--- src/rtl/hasti_poci_bridge_if.sv ---
// Bus bundles for the HASTI (AHB-Lite) side and the POCI (APB3) side of the bridge.
// The master modport belongs to whichever agent initiates transfers on that bus.
interface hasti_if #(
   parameter int ADDR_WIDTH = 32,
   parameter int DATA_WIDTH = 32
);
   logic                  hsel;
   logic [ADDR_WIDTH-1:0] haddr;
   logic                  hwrite;
   logic [2:0]            hsize;
   logic [1:0]            htrans;
   logic [DATA_WIDTH-1:0] hwdata;
   logic [DATA_WIDTH-1:0] hrdata;
   logic                  hready;
   logic                  hresp;

   modport master (output hsel, haddr, hwrite, hsize, htrans, hwdata,
                   input  hrdata, hready, hresp);
   modport slave  (input  hsel, haddr, hwrite, hsize, htrans, hwdata,
                   output hrdata, hready, hresp);
endinterface

interface poci_if #(
   parameter int ADDR_WIDTH = 32,
   parameter int DATA_WIDTH = 32
);
   logic [ADDR_WIDTH-1:0] paddr;
   logic                  pwrite;
   logic                  psel;
   logic                  penable;
   logic [DATA_WIDTH-1:0] pwdata;
   logic [DATA_WIDTH-1:0] prdata;
   logic                  pready;
   logic                  pslverr;

   modport master (output paddr, pwrite, psel, penable, pwdata,
                   input  prdata, pready, pslverr);
   modport slave  (input  paddr, pwrite, psel, penable, pwdata,
                   output prdata, pready, pslverr);
endinterface

--- src/rtl/hasti_poci_bridge.sv ---
// HASTI-to-POCI bridge: each accepted HASTI transfer becomes one POCI SETUP/ACCESS
// transfer, with hready stalls, two-cycle ERROR responses and a wait-state timeout.
module hasti_poci_bridge #(
   parameter int ADDR_WIDTH = 32,
   parameter int DATA_WIDTH = 32,
   parameter int TIMEOUT    = 255
) (
   input  logic   pclk,
   input  logic   presetn,
   hasti_if.slave hasti,
   poci_if.master poci
);

   localparam int               CNT_W    = (TIMEOUT > 1) ? $clog2(TIMEOUT) : 1;
   localparam logic [CNT_W-1:0] CNT_LAST = CNT_W'(TIMEOUT - 1);
   localparam bit               TO_EN    = (TIMEOUT != 0);

   typedef enum logic [2:0] {
      S_IDLE, S_DATA, S_SETUP, S_ACCESS, S_ERR1, S_RESP
   } state_e;

   state_e                state_q, state_d;
   logic                  hready_q, hready_d;
   logic                  hresp_q, hresp_d;
   logic [DATA_WIDTH-1:0] hrdata_q, hrdata_d;
   logic                  psel_q, psel_d;
   logic                  penable_q, penable_d;
   logic                  pwrite_q, pwrite_d;
   logic [ADDR_WIDTH-1:0] paddr_q, paddr_d;
   logic [DATA_WIDTH-1:0] pwdata_q, pwdata_d;
   logic [CNT_W-1:0]      cnt_q, cnt_d;
   logic                  accept;

   // hsize and the SEQ/NONSEQ distinction do not change what the bridge does.
   logic unused_inputs;
   assign unused_inputs = ^{hasti.hsize, hasti.htrans[0]};

   assign accept = hasti.hsel & hasti.htrans[1] & hready_q;

   always_comb begin
      // NOTE: every next-state signal gets a default first so no path can infer a latch.
      state_d   = state_q;
      hready_d  = hready_q;
      hresp_d   = hresp_q;
      hrdata_d  = hrdata_q;
      psel_d    = psel_q;
      penable_d = penable_q;
      pwrite_d  = pwrite_q;
      paddr_d   = paddr_q;
      pwdata_d  = pwdata_q;
      cnt_d     = cnt_q;

      unique case (state_q)
         S_IDLE, S_RESP: begin
            hready_d  = 1'b1;
            hresp_d   = 1'b0;
            psel_d    = 1'b0;
            penable_d = 1'b0;
            state_d   = S_IDLE;
            if (accept) begin
               state_d  = S_DATA;
               hready_d = 1'b0;
               paddr_d  = hasti.haddr;
               pwrite_d = hasti.hwrite;
            end
         end
         S_DATA: begin
            if (pwrite_q) pwdata_d = hasti.hwdata;
            cnt_d   = '0;
            psel_d  = 1'b1;
            state_d = S_SETUP;
         end
         S_SETUP: begin
            penable_d = 1'b1;
            state_d   = S_ACCESS;
         end
         S_ACCESS: begin
            cnt_d = cnt_q + 1'b1;
            if (poci.pready) begin
               psel_d    = 1'b0;
               penable_d = 1'b0;
               if (poci.pslverr) begin
                  state_d = S_ERR1;
                  hresp_d = 1'b1;
               end else begin
                  state_d  = S_RESP;
                  hready_d = 1'b1;
                  if (!pwrite_q) hrdata_d = poci.prdata;
               end
            end else if (TO_EN && cnt_q == CNT_LAST) begin
               // Peripheral hung: abandon the POCI transfer and report ERROR upstream.
               psel_d    = 1'b0;
               penable_d = 1'b0;
               state_d   = S_ERR1;
               hresp_d   = 1'b1;
            end
         end
         S_ERR1: begin
            state_d  = S_RESP;
            hready_d = 1'b1;
            hresp_d  = 1'b1;
         end
         default: state_d = S_IDLE;
      endcase
   end

   // NOTE: sequential state uses non-blocking assignments so all registers update together.
   always_ff @(posedge pclk or negedge presetn) begin
      if (!presetn) begin
         state_q   <= S_IDLE;
         hready_q  <= 1'b1;
         hresp_q   <= 1'b0;
         hrdata_q  <= '0;
         psel_q    <= 1'b0;
         penable_q <= 1'b0;
         pwrite_q  <= 1'b0;
         paddr_q   <= '0;
         pwdata_q  <= '0;
         cnt_q     <= '0;
      end else begin
         state_q   <= state_d;
         hready_q  <= hready_d;
         hresp_q   <= hresp_d;
         hrdata_q  <= hrdata_d;
         psel_q    <= psel_d;
         penable_q <= penable_d;
         pwrite_q  <= pwrite_d;
         paddr_q   <= paddr_d;
         pwdata_q  <= pwdata_d;
         cnt_q     <= cnt_d;
      end
   end

   assign hasti.hready = hready_q;
   assign hasti.hresp  = hresp_q;
   assign hasti.hrdata = hrdata_q;
   assign poci.psel    = psel_q;
   assign poci.penable = penable_q;
   assign poci.pwrite  = pwrite_q;
   assign poci.paddr   = paddr_q;
   assign poci.pwdata  = pwdata_q;

endmodule

--- src/flat_wrapper.sv ---
// flat-port wrapper written by rule: the top's interface ports become plain ports
module hasti_poci_bridge_flat 
#(
   parameter int ADDR_WIDTH = 32,
   parameter int DATA_WIDTH = 32,
   parameter int TIMEOUT    = 255
)
  (pclk, presetn, hasti_hsel, hasti_haddr, hasti_hwrite, hasti_hsize, hasti_htrans, hasti_hwdata, hasti_hrdata, hasti_hready, hasti_hresp, poci_paddr, poci_pwrite, poci_psel, poci_penable, poci_pwdata, poci_prdata, poci_pready, poci_pslverr);
  hasti_if #(.ADDR_WIDTH(ADDR_WIDTH), .DATA_WIDTH(DATA_WIDTH)) hasti_i ();
  poci_if #(.ADDR_WIDTH(ADDR_WIDTH), .DATA_WIDTH(DATA_WIDTH)) poci_i ();
  input  logic pclk;
  input  logic presetn;
  input wire logic [$bits(hasti_i.hsel)-1:0] hasti_hsel;
  input wire logic [$bits(hasti_i.haddr)-1:0] hasti_haddr;
  input wire logic [$bits(hasti_i.hwrite)-1:0] hasti_hwrite;
  input wire logic [$bits(hasti_i.hsize)-1:0] hasti_hsize;
  input wire logic [$bits(hasti_i.htrans)-1:0] hasti_htrans;
  input wire logic [$bits(hasti_i.hwdata)-1:0] hasti_hwdata;
  output wire logic [$bits(hasti_i.hrdata)-1:0] hasti_hrdata;
  output wire logic [$bits(hasti_i.hready)-1:0] hasti_hready;
  output wire logic [$bits(hasti_i.hresp)-1:0] hasti_hresp;
  output wire logic [$bits(poci_i.paddr)-1:0] poci_paddr;
  output wire logic [$bits(poci_i.pwrite)-1:0] poci_pwrite;
  output wire logic [$bits(poci_i.psel)-1:0] poci_psel;
  output wire logic [$bits(poci_i.penable)-1:0] poci_penable;
  output wire logic [$bits(poci_i.pwdata)-1:0] poci_pwdata;
  input wire logic [$bits(poci_i.prdata)-1:0] poci_prdata;
  input wire logic [$bits(poci_i.pready)-1:0] poci_pready;
  input wire logic [$bits(poci_i.pslverr)-1:0] poci_pslverr;
  assign hasti_i.hsel = hasti_hsel;
  assign hasti_i.haddr = hasti_haddr;
  assign hasti_i.hwrite = hasti_hwrite;
  assign hasti_i.hsize = hasti_hsize;
  assign hasti_i.htrans = hasti_htrans;
  assign hasti_i.hwdata = hasti_hwdata;
  assign hasti_hrdata = hasti_i.hrdata;
  assign hasti_hready = hasti_i.hready;
  assign hasti_hresp = hasti_i.hresp;
  assign poci_paddr = poci_i.paddr;
  assign poci_pwrite = poci_i.pwrite;
  assign poci_psel = poci_i.psel;
  assign poci_penable = poci_i.penable;
  assign poci_pwdata = poci_i.pwdata;
  assign poci_i.prdata = poci_prdata;
  assign poci_i.pready = poci_pready;
  assign poci_i.pslverr = poci_pslverr;
  hasti_poci_bridge #(.ADDR_WIDTH(ADDR_WIDTH), .DATA_WIDTH(DATA_WIDTH), .TIMEOUT(TIMEOUT)) u_core (.pclk(pclk), .presetn(presetn), .hasti(hasti_i), .poci(poci_i));
endmodule
--- config.mk ---
export PLATFORM = sky130hd
export DESIGN_NAME = hasti_poci_bridge_flat
export DESIGN_NICKNAME = d
export VERILOG_FILES = /design/src/rtl/hasti_poci_bridge_if.sv /design/src/rtl/hasti_poci_bridge.sv /design/src/flat_wrapper.sv
export SDC_FILE = /design/constraint.sdc
export NUM_CORES = 1
export LEC_CHECK = 0
export CORE_UTILIZATION = 33
export CTS_CLUSTER_DIAMETER = 50
export DETAILED_ROUTE_END_ITERATION = 12
export PLACE_DENSITY = 0.67
export RECOVER_POWER = 100
export SETUP_SLACK_MARGIN = 0.2
export SLEW_MARGIN = 40
export SYNTH_ARGS = -nofsm -noshare
export SYNTH_HDL_FRONTEND = slang
export SYNTH_SLANG_ARGS = --single-unit
--- constraint.sdc ---
create_clock -name pclk -period 3.7 [get_ports pclk]
set_input_delay 1.11 -clock pclk [delete_from_list [all_inputs] [get_ports pclk]]
set_output_delay 1.11 -clock pclk [all_outputs]
set_load 0.02 [all_outputs]
==> results of run 1 <==
[sequential cells by signal, summed over array words and instances, names as in the netlist]
name / count
u_core.poci.paddr: 32
u_core.state_q: 3
u_core.cnt_q: 8
u_core.poci.penable: 1
u_core.poci.psel: 1
u_core.poci.pwdata: 32
u_core.hasti.hresp: 1
u_core.hasti.hready: 1
u_core.hasti.hrdata: 32
u_core.poci.pwrite: 1
[worst paths after layout]
kind / to
min in group asynchronous: u_core.poci.pwdata[9]$_DFFE_PN0P_
max: u_core.poci.paddr[8]$_DFFE_PN0P_
max in group asynchronous: u_core.poci.pwdata[23]$_DFFE_PN0P_
min: u_core.hasti.hrdata[8]$_DFFE_PN0P_
min reg2reg: u_core.hasti.hrdata[8]$_DFFE_PN0P_
max reg2reg: u_core.poci.pwdata[11]$_DFFE_PN0P_
[layout make-up]
class	instances	area share, %
repair buffers	209	29.6
flip-flops and latches	112	40.2
clock inverters	4	0.753
inverters	3	0.161
multi-input cells	166	22.5
clock buffers	12	3.67
well taps	176	3.15
[metrics by stage]
step | instances | utilization, %
floorplan | 298 | -
global placement | 666 | 50.6
detailed placement | 666 | 50.6
CTS | 682 | 52.9
global route | 682 | 52.5
finish | 682 | 52.5
[critical path, delay by kind of cell]
family	cells	cell delay, ns
buffers and inverters	2	0.79
and+or+nand+nor	2	0.94
muxes	1	0.35
[metal layers]
metal	routed length, um	part of all wire, %	track usage (%)
met1	4120	39	17.7
met5	0	0	0
met4	194	1.9	6.09
met3	945	9.0	5.99
met2	5190	50	25.6
[cell families (layout without fill, tap and decap cells)]
family,after synthesis,after routing,share of synthesized area (%)
AND/OR/NAND/NOR,37,37,5.31
multiplexers,101,101,25.5
adder cells (fa/ha/maj),2,2,0.553
AO/OA/AOI/OAI,24,24,3.57
buffers and inverters,20,228,2.76
XOR/XNOR,2,2,0.387
flip-flops,112,112,61.9
[cells in the mapped netlist, types with 2 or more instances]
cell and n:
nand3_1 5, nor4bb_1 2, inv_1 3, or4_1 3, buf_6 4, buf_2 4, mux2_2 93, o21bai_1 2
clkbuf_1 5, o21ai_0 6, a221o_1 2, buf_4 4, a22o_1 2, nand2b_1 4, nor3b_1 2, nand4_1 2
a31oi_1 2, mux2i_1 2, ha_1 2, dfrtp_1 111, xor2_1 2, a21oi_1 4, mux2_4 5, o31ai_1 3
nor2_1 3, nand2_1 8, and2_1 2
[report_power, final]
group          switching (W)  internal (W)  leakage [nW]
clock               0.000418      0.000563         0.153
sequential          0.000360       0.00182          1.36
combinational        0.00133       0.00142          1.47
==> flow_metrics.py, run 1 <==
metrics = {
    "die": {
        "die_h_um": 119,
        "start_util_pct": 34.0,
        "die_x_um": 119,
        "num_io_pins": 208,
        "fp.dieArea_um2": 14200,
        "core_um2": 13300,
        "rows": 42,
    },
    "cells_and_area": {
        "ff_latch_area_um2": 2800,
        "n_fill_cell": 1159,
        "multi_input_area_um2": 1570,
        "areaGrowthSynthToFinish_pct": 54.2,
        "drive_gt1_share_pct": 22.5,
        "num-nets-final": 610,
        "final_common_cell": "dfrtp_1",
        "diodes": 0,
        "fin_area_um2": 6980,
        "final_cell_mix": "111 x dfrtp_1, 102 x dlygate4sd3_1, 100 x clkdlybuf4s50_1",
    },
    "yosys": {
        "ys_types": 38,
        "synth-edff-count": 0,
        "syn-num-nets": 407,
        "yosys_register_bits": 112,
        "yosysWarnings": 0,
        "syn_inst": 298,
        "yosysTopAreaCell": "dfrtp_1",
        "async_reset_ff_share_pct": 100,
        "ys_top_cells_by_area": "dfrtp_1 61%, mux2_2 23%, mux2_4 1.7%",
        "seq_area_frac_synth_pct": 61.9,
        "synthesis.area_um2": 4530,
        "synth_top_area_share_pct": 61.4,
        "avgSynthCellArea_um2": 15.2,
        "synth_ff_type": "dfrtp_1",
    },
    "power": {
        "ir_worst_vdd_v": 0.000422,
        "total_power_w": 0.00590,
        "powerDensity_nw_per_um2": 845,
        "power.leakage_nw": 2.98,
    },
    "clock_tree": {
        "post_cts.repair.setup_buffers": 0,
        "clockBufferDepth": 2,
        "htree_levels": 3,
        "clk_pin_slew_ns": 0.07,
        "cts_tree": "yes",
        "cts_resized": 0,
        "cts_buffers": 9,
        "cts_hold_buf": 0,
        "clock_latency_ns": 0.35,
        "root_buffer": "clkbuf_16",
        "cts.sink_count": 112,
    },
    "placement": {
        "dp_worst_setup_slack_ns": 0.777,
        "place_area_um2": 6730,
        "place_hpwl_um": 7750,
        "portBuffers": 203,
        "gp_congestion": 0.748,
    },
    "worst_setup_path": {
        "crit_path_start_kind": "input pin",
        "r2r_slack_ns": 1.03,
        "critPathLaunch": "hasti_hsel",
        "crit_chain": "clkdlybuf4s50_1, nand3_1, nor3_1, buf_12, mux2_2",
        "critical_path.slowest_cell": "nor3_1",
        "required_ns": 3.93,
        "slowest_delay_ns": 0.82,
        "arrival_ns": 3.21,
        "cp_max_fo": 28,
        "worstSetupEndpointType": "register",
        "critical_path_class": "input pin to register",
        "regToRegStartpoint": "u_core.state_q[0]$_DFFE_PN0P_",
        "reg2reg_depth": 4,
    },
    "grt": {
        "grt_pass1_vias": 3292,
        "grt_pass1_wl_um": 17000,
        "overflow": 0,
        "grt_antenna_before_repair": 0,
        "grt.total_usage_pct": 15.4,
        "grt_max_degree": 53,
    },
    "sta": {
        "tightest_slew_ns": 1.33,
        "min_period_ns": 2.98,
        "setup_violations": 0,
        "slew_viol_final": 0,
        "min_period_over_period_pct": 80.6,
        "finalWorstSetupSlack_ns": 0.719,
        "relSlewSlack_pct": 11.5,
        "tns_ns": 0,
        "finalHoldViolations": 0,
        "timing.hold.ws_ns": 0.489,
        "rsz0062_at_grt": "false",
        "finClkSkew_ns": 0.00817,
        "fmax_mhz": 335,
    },
    "detailed_routing": {
        "viasPerCell": 4.69,
        "drt_iter0_drc": 109,
        "vias": 3199,
        "drc": 0,
        "dr.pass1.iters": 4,
        "drtAntennaViolNets": 0,
        "routed_wirelength_um": 10500,
        "avgRoutedWirePerCell_um": 15.3,
    },
    "min_path": {
        "hp-start": "u_core.hasti.hrdata[8]$_DFFE_PN0P_",
        "hold_class": "register to register",
        "hold_path_depth": 1,
    },
    "run_status": {
        "status": "finished, final reports clean",
    },
    "job": {
        "drv_cap": 0,
    },
}
(Power assumes the default switching activity.)
==> run 2: changes to the inputs <==
--- a/config.mk
+++ b/config.mk
@@ -8,7 +8,7 @@
 export CORE_UTILIZATION = 33
 export CTS_CLUSTER_DIAMETER = 50
 export DETAILED_ROUTE_END_ITERATION = 12
-export PLACE_DENSITY = 0.67
+export PLACE_DENSITY = 0.7
 export RECOVER_POWER = 100
 export SETUP_SLACK_MARGIN = 0.2
 export SLEW_MARGIN = 40
==> constraint.sdc (replaced) <==
create_clock -name pclk -period 2.73 [get_ports pclk]
set_input_delay 0.819 -clock pclk [delete_from_list [all_inputs] [get_ports pclk]]
set_output_delay 0.819 -clock pclk [all_outputs]
set_load 0.02 [all_outputs]
==> run 2 against run 1 <==
Highest routed layer unchanged. Register-to-register slack got worse by 0.55 ns. Critical endpoint is now hasti_hready. Via count fell by 0.22%. Critical path type is now register to primary output. Core utilization rose by 0.10 points. Wire length shrank 1.5%. Critical path depth decreased by 4. Power up 36%. Clock skew down 0.00073 ns.
==> flow_metrics.py, run 2 (synthesis gave the netlist of run 1 again) <==
metrics = {
    "grt": {
        "grt_pass1_wl_um": 16500,
        "grt_pass1_vias": 3363,
        "grt_max_degree": 65,
        "use_met3_pct": 4.74,
        "overflow": 0,
        "grt_antenna_before_repair": 0,
        "top_usage_layer": "met2",
        "grt.total_usage_pct": 15.0,
        "use_met2_pct": 24.8,
        "use_met1_pct": 18.1,
    },
    "cells_and_area": {
        "areaGrowthSynthToFinish_pct": 54.5,
        "final_common_cell": "dfrtp_1",
        "final_cell_mix": "111 x dfrtp_1, 102 x dlygate4sd3_1, 100 x clkdlybuf4s50_1",
        "stdcell_count": 686,
        "num-nets-final": 614,
        "n_fill_cell": 1123,
        "diodes": 0,
        "drive_gt1_share_pct": 23.3,
    },
    "sta": {
        "relSlewSlack_pct": 36.3,
        "timing.hold.ws_ns": 0.485,
        "slew_viol_final": 0,
        "finalHoldViolations": 0,
        "tns_ns": 0,
        "setup_violations": 0,
        "finClkSkew_ns": 0.00743,
        "min_period_ns": 2.41,
        "rsz0062_at_grt": "false",
        "min_period_over_period_pct": 88.4,
        "fmax_mhz": 414,
        "tightest_slew_ns": 0.955,
    },
    "power": {
        "switchingPower_w": 0.00290,
        "ir_worst_vdd_v": 0.000516,
        "switching_share_pct": 36.1,
        "powerDensity_nw_per_um2": 1150,
        "comb_power_share_pct": 47.6,
        "p_seq_share_pct": 35.7,
        "total_power_w": 0.00803,
        "clkPwrFrac_pct": 16.7,
        "power.leakage_nw": 3.00,
        "power.internal_w": 0.00514,
    },
    "die": {
        "rows": 42,
        "core_um2": 13300,
        "fp.dieArea_um2": 14200,
        "num_io_pins": 208,
        "die_h_um": 119,
        "die_x_um": 119,
        "start_util_pct": 34.0,
    },
    "worst_setup_path": {
        "slowest_delay_ns": 0.69,
        "cpLargestDelayFamily": "buffers and inverters",
        "worstSetupEndpointType": "primary output",
        "cp_max_fo": 4,
        "critical_path.slowest_cell": "dlygate4sd3_1",
        "crit_path_start_kind": "register",
        "crit_chain": "dlygate4sd3_1",
        "path_depth": 1,
        "reg2reg_depth": 4,
        "critical_path_class": "register to primary output",
        "crit_buf_inv": 1,
        "arrival_ns": 1.59,
        "required_ns": 1.91,
    },
    "run_status": {
        "status": "finished, final reports clean",
    },
    "detailed_routing": {
        "dr.pass1.iters": 4,
        "vias": 3192,
        "viasPerCell": 4.65,
        "drtAntennaViolNets": 0,
        "avgRoutedWirePerCell_um": 15.0,
        "drc": 0,
        "drt_iter0_drc": 94,
        "routed_wirelength_um": 10300,
    },
    "clock_tree": {
        "cts_buffers": 9,
        "clock_latency_ns": 0.35,
        "htree_levels": 3,
        "clk_pin_slew_ns": 0.07,
        "post_cts.repair.setup_buffers": 0,
        "cts_resized": 0,
        "clockBufferDepth": 2,
        "cts_hold_buf": 0,
        "root_buffer": "clkbuf_16",
        "cts_tree": "yes",
        "cts.sink_count": 112,
    },
    "placement": {
        "placed_cells": 670,
        "portBuffers": 203,
        "gp_congestion": 0.758,
        "place_hpwl_um": 7640,
    },
    "min_path": {
        "hold_class": "register to register",
        "hold_path_depth": 1,
    },
    "job": {
        "drv_cap": 0,
    },
}
==> run 2: cell types whose count changed in the layout (fill, tap and decap cells not counted), sizes merged <==
cell    previous run  this run
buf                1         4
clkbuf            18        17
clkinv             3         1
inv                3         7
==> run 2: worst register-to-register path, stage by stage, from the launching register on <==
cell and delay [ns]:
dfrtp_1 0.48, nor3b_2 0.40, and2_0 0.18, clkbuf_2 0.64
mux2_2 0.44
==> run 2: through the flow <==
step	setup slack, ns	area, um2	utilization, %
final	0.317	7000	52.6
after global routing	0.210	7000	52.6
after CTS	0.362	7080	53.3
after detailed placement	0.207	6780	51.0
after global placement	0.211	6780	51.0
after floorplan	0.696	4530	-
==> run 2: area by class of cell <==
class                           count  area, um2  share of cell area, %
Sequential cell                   112       2800                   40.1
Inverter                            3       11.3                  0.161
Multi-Input combinational cell    166       1570                   22.5
Clock inverter                      6       73.8                   1.06
Timing Repair Buffer              213       2080                   29.8
Clock buffer                       10        229                   3.27
Tap cell                          176        220                   3.15
==> run 2: power groups by stage <==
stage	clock network (W)	registers [W]	logic, W
after floorplan	0	0.00383	0.00131
after global placement	0	0.00289	0.00414
after detailed placement	0	0.00295	0.00420
after CTS	0.00140	0.00292	0.00422
after global routing	0.00146	0.00299	0.00407
final	0.00134	0.00287	0.00382
==> run 2: worst paths after layout <==
kind | startpoint | slack, ns | end
max | u_core.hasti.hready$_DFFE_PN1P_ | 0.32 | hasti_hready
min | u_core.hasti.hrdata[9]$_DFFE_PN0P_ | 0.49 | u_core.hasti.hrdata[9]$_DFFE_PN0P_
max reg2reg | u_core.state_q[2]$_DFFE_PN0P_ | 0.48 | u_core.poci.pwdata[19]$_DFFE_PN0P_
min reg2reg | u_core.hasti.hrdata[9]$_DFFE_PN0P_ | 0.49 | u_core.hasti.hrdata[9]$_DFFE_PN0P_
max in group asynchronous | presetn | 0.69 | u_core.hasti.hrdata[29]$_DFFE_PN0P_
min in group asynchronous | presetn | 0.59 | u_core.hasti.hrdata[4]$_DFFE_PN0P_
==> run 2: routing by layer <==
| layer | share of wire, % | up-vias |
|---|---|---|
| met4 | 1.7 | 0 |
| met1 | 42 | 1547 |
| met2 | 47 | 148 |
| met5 | 0 | - |
| met3 | 8.7 | 13 |
| li1 | - | 1484 |
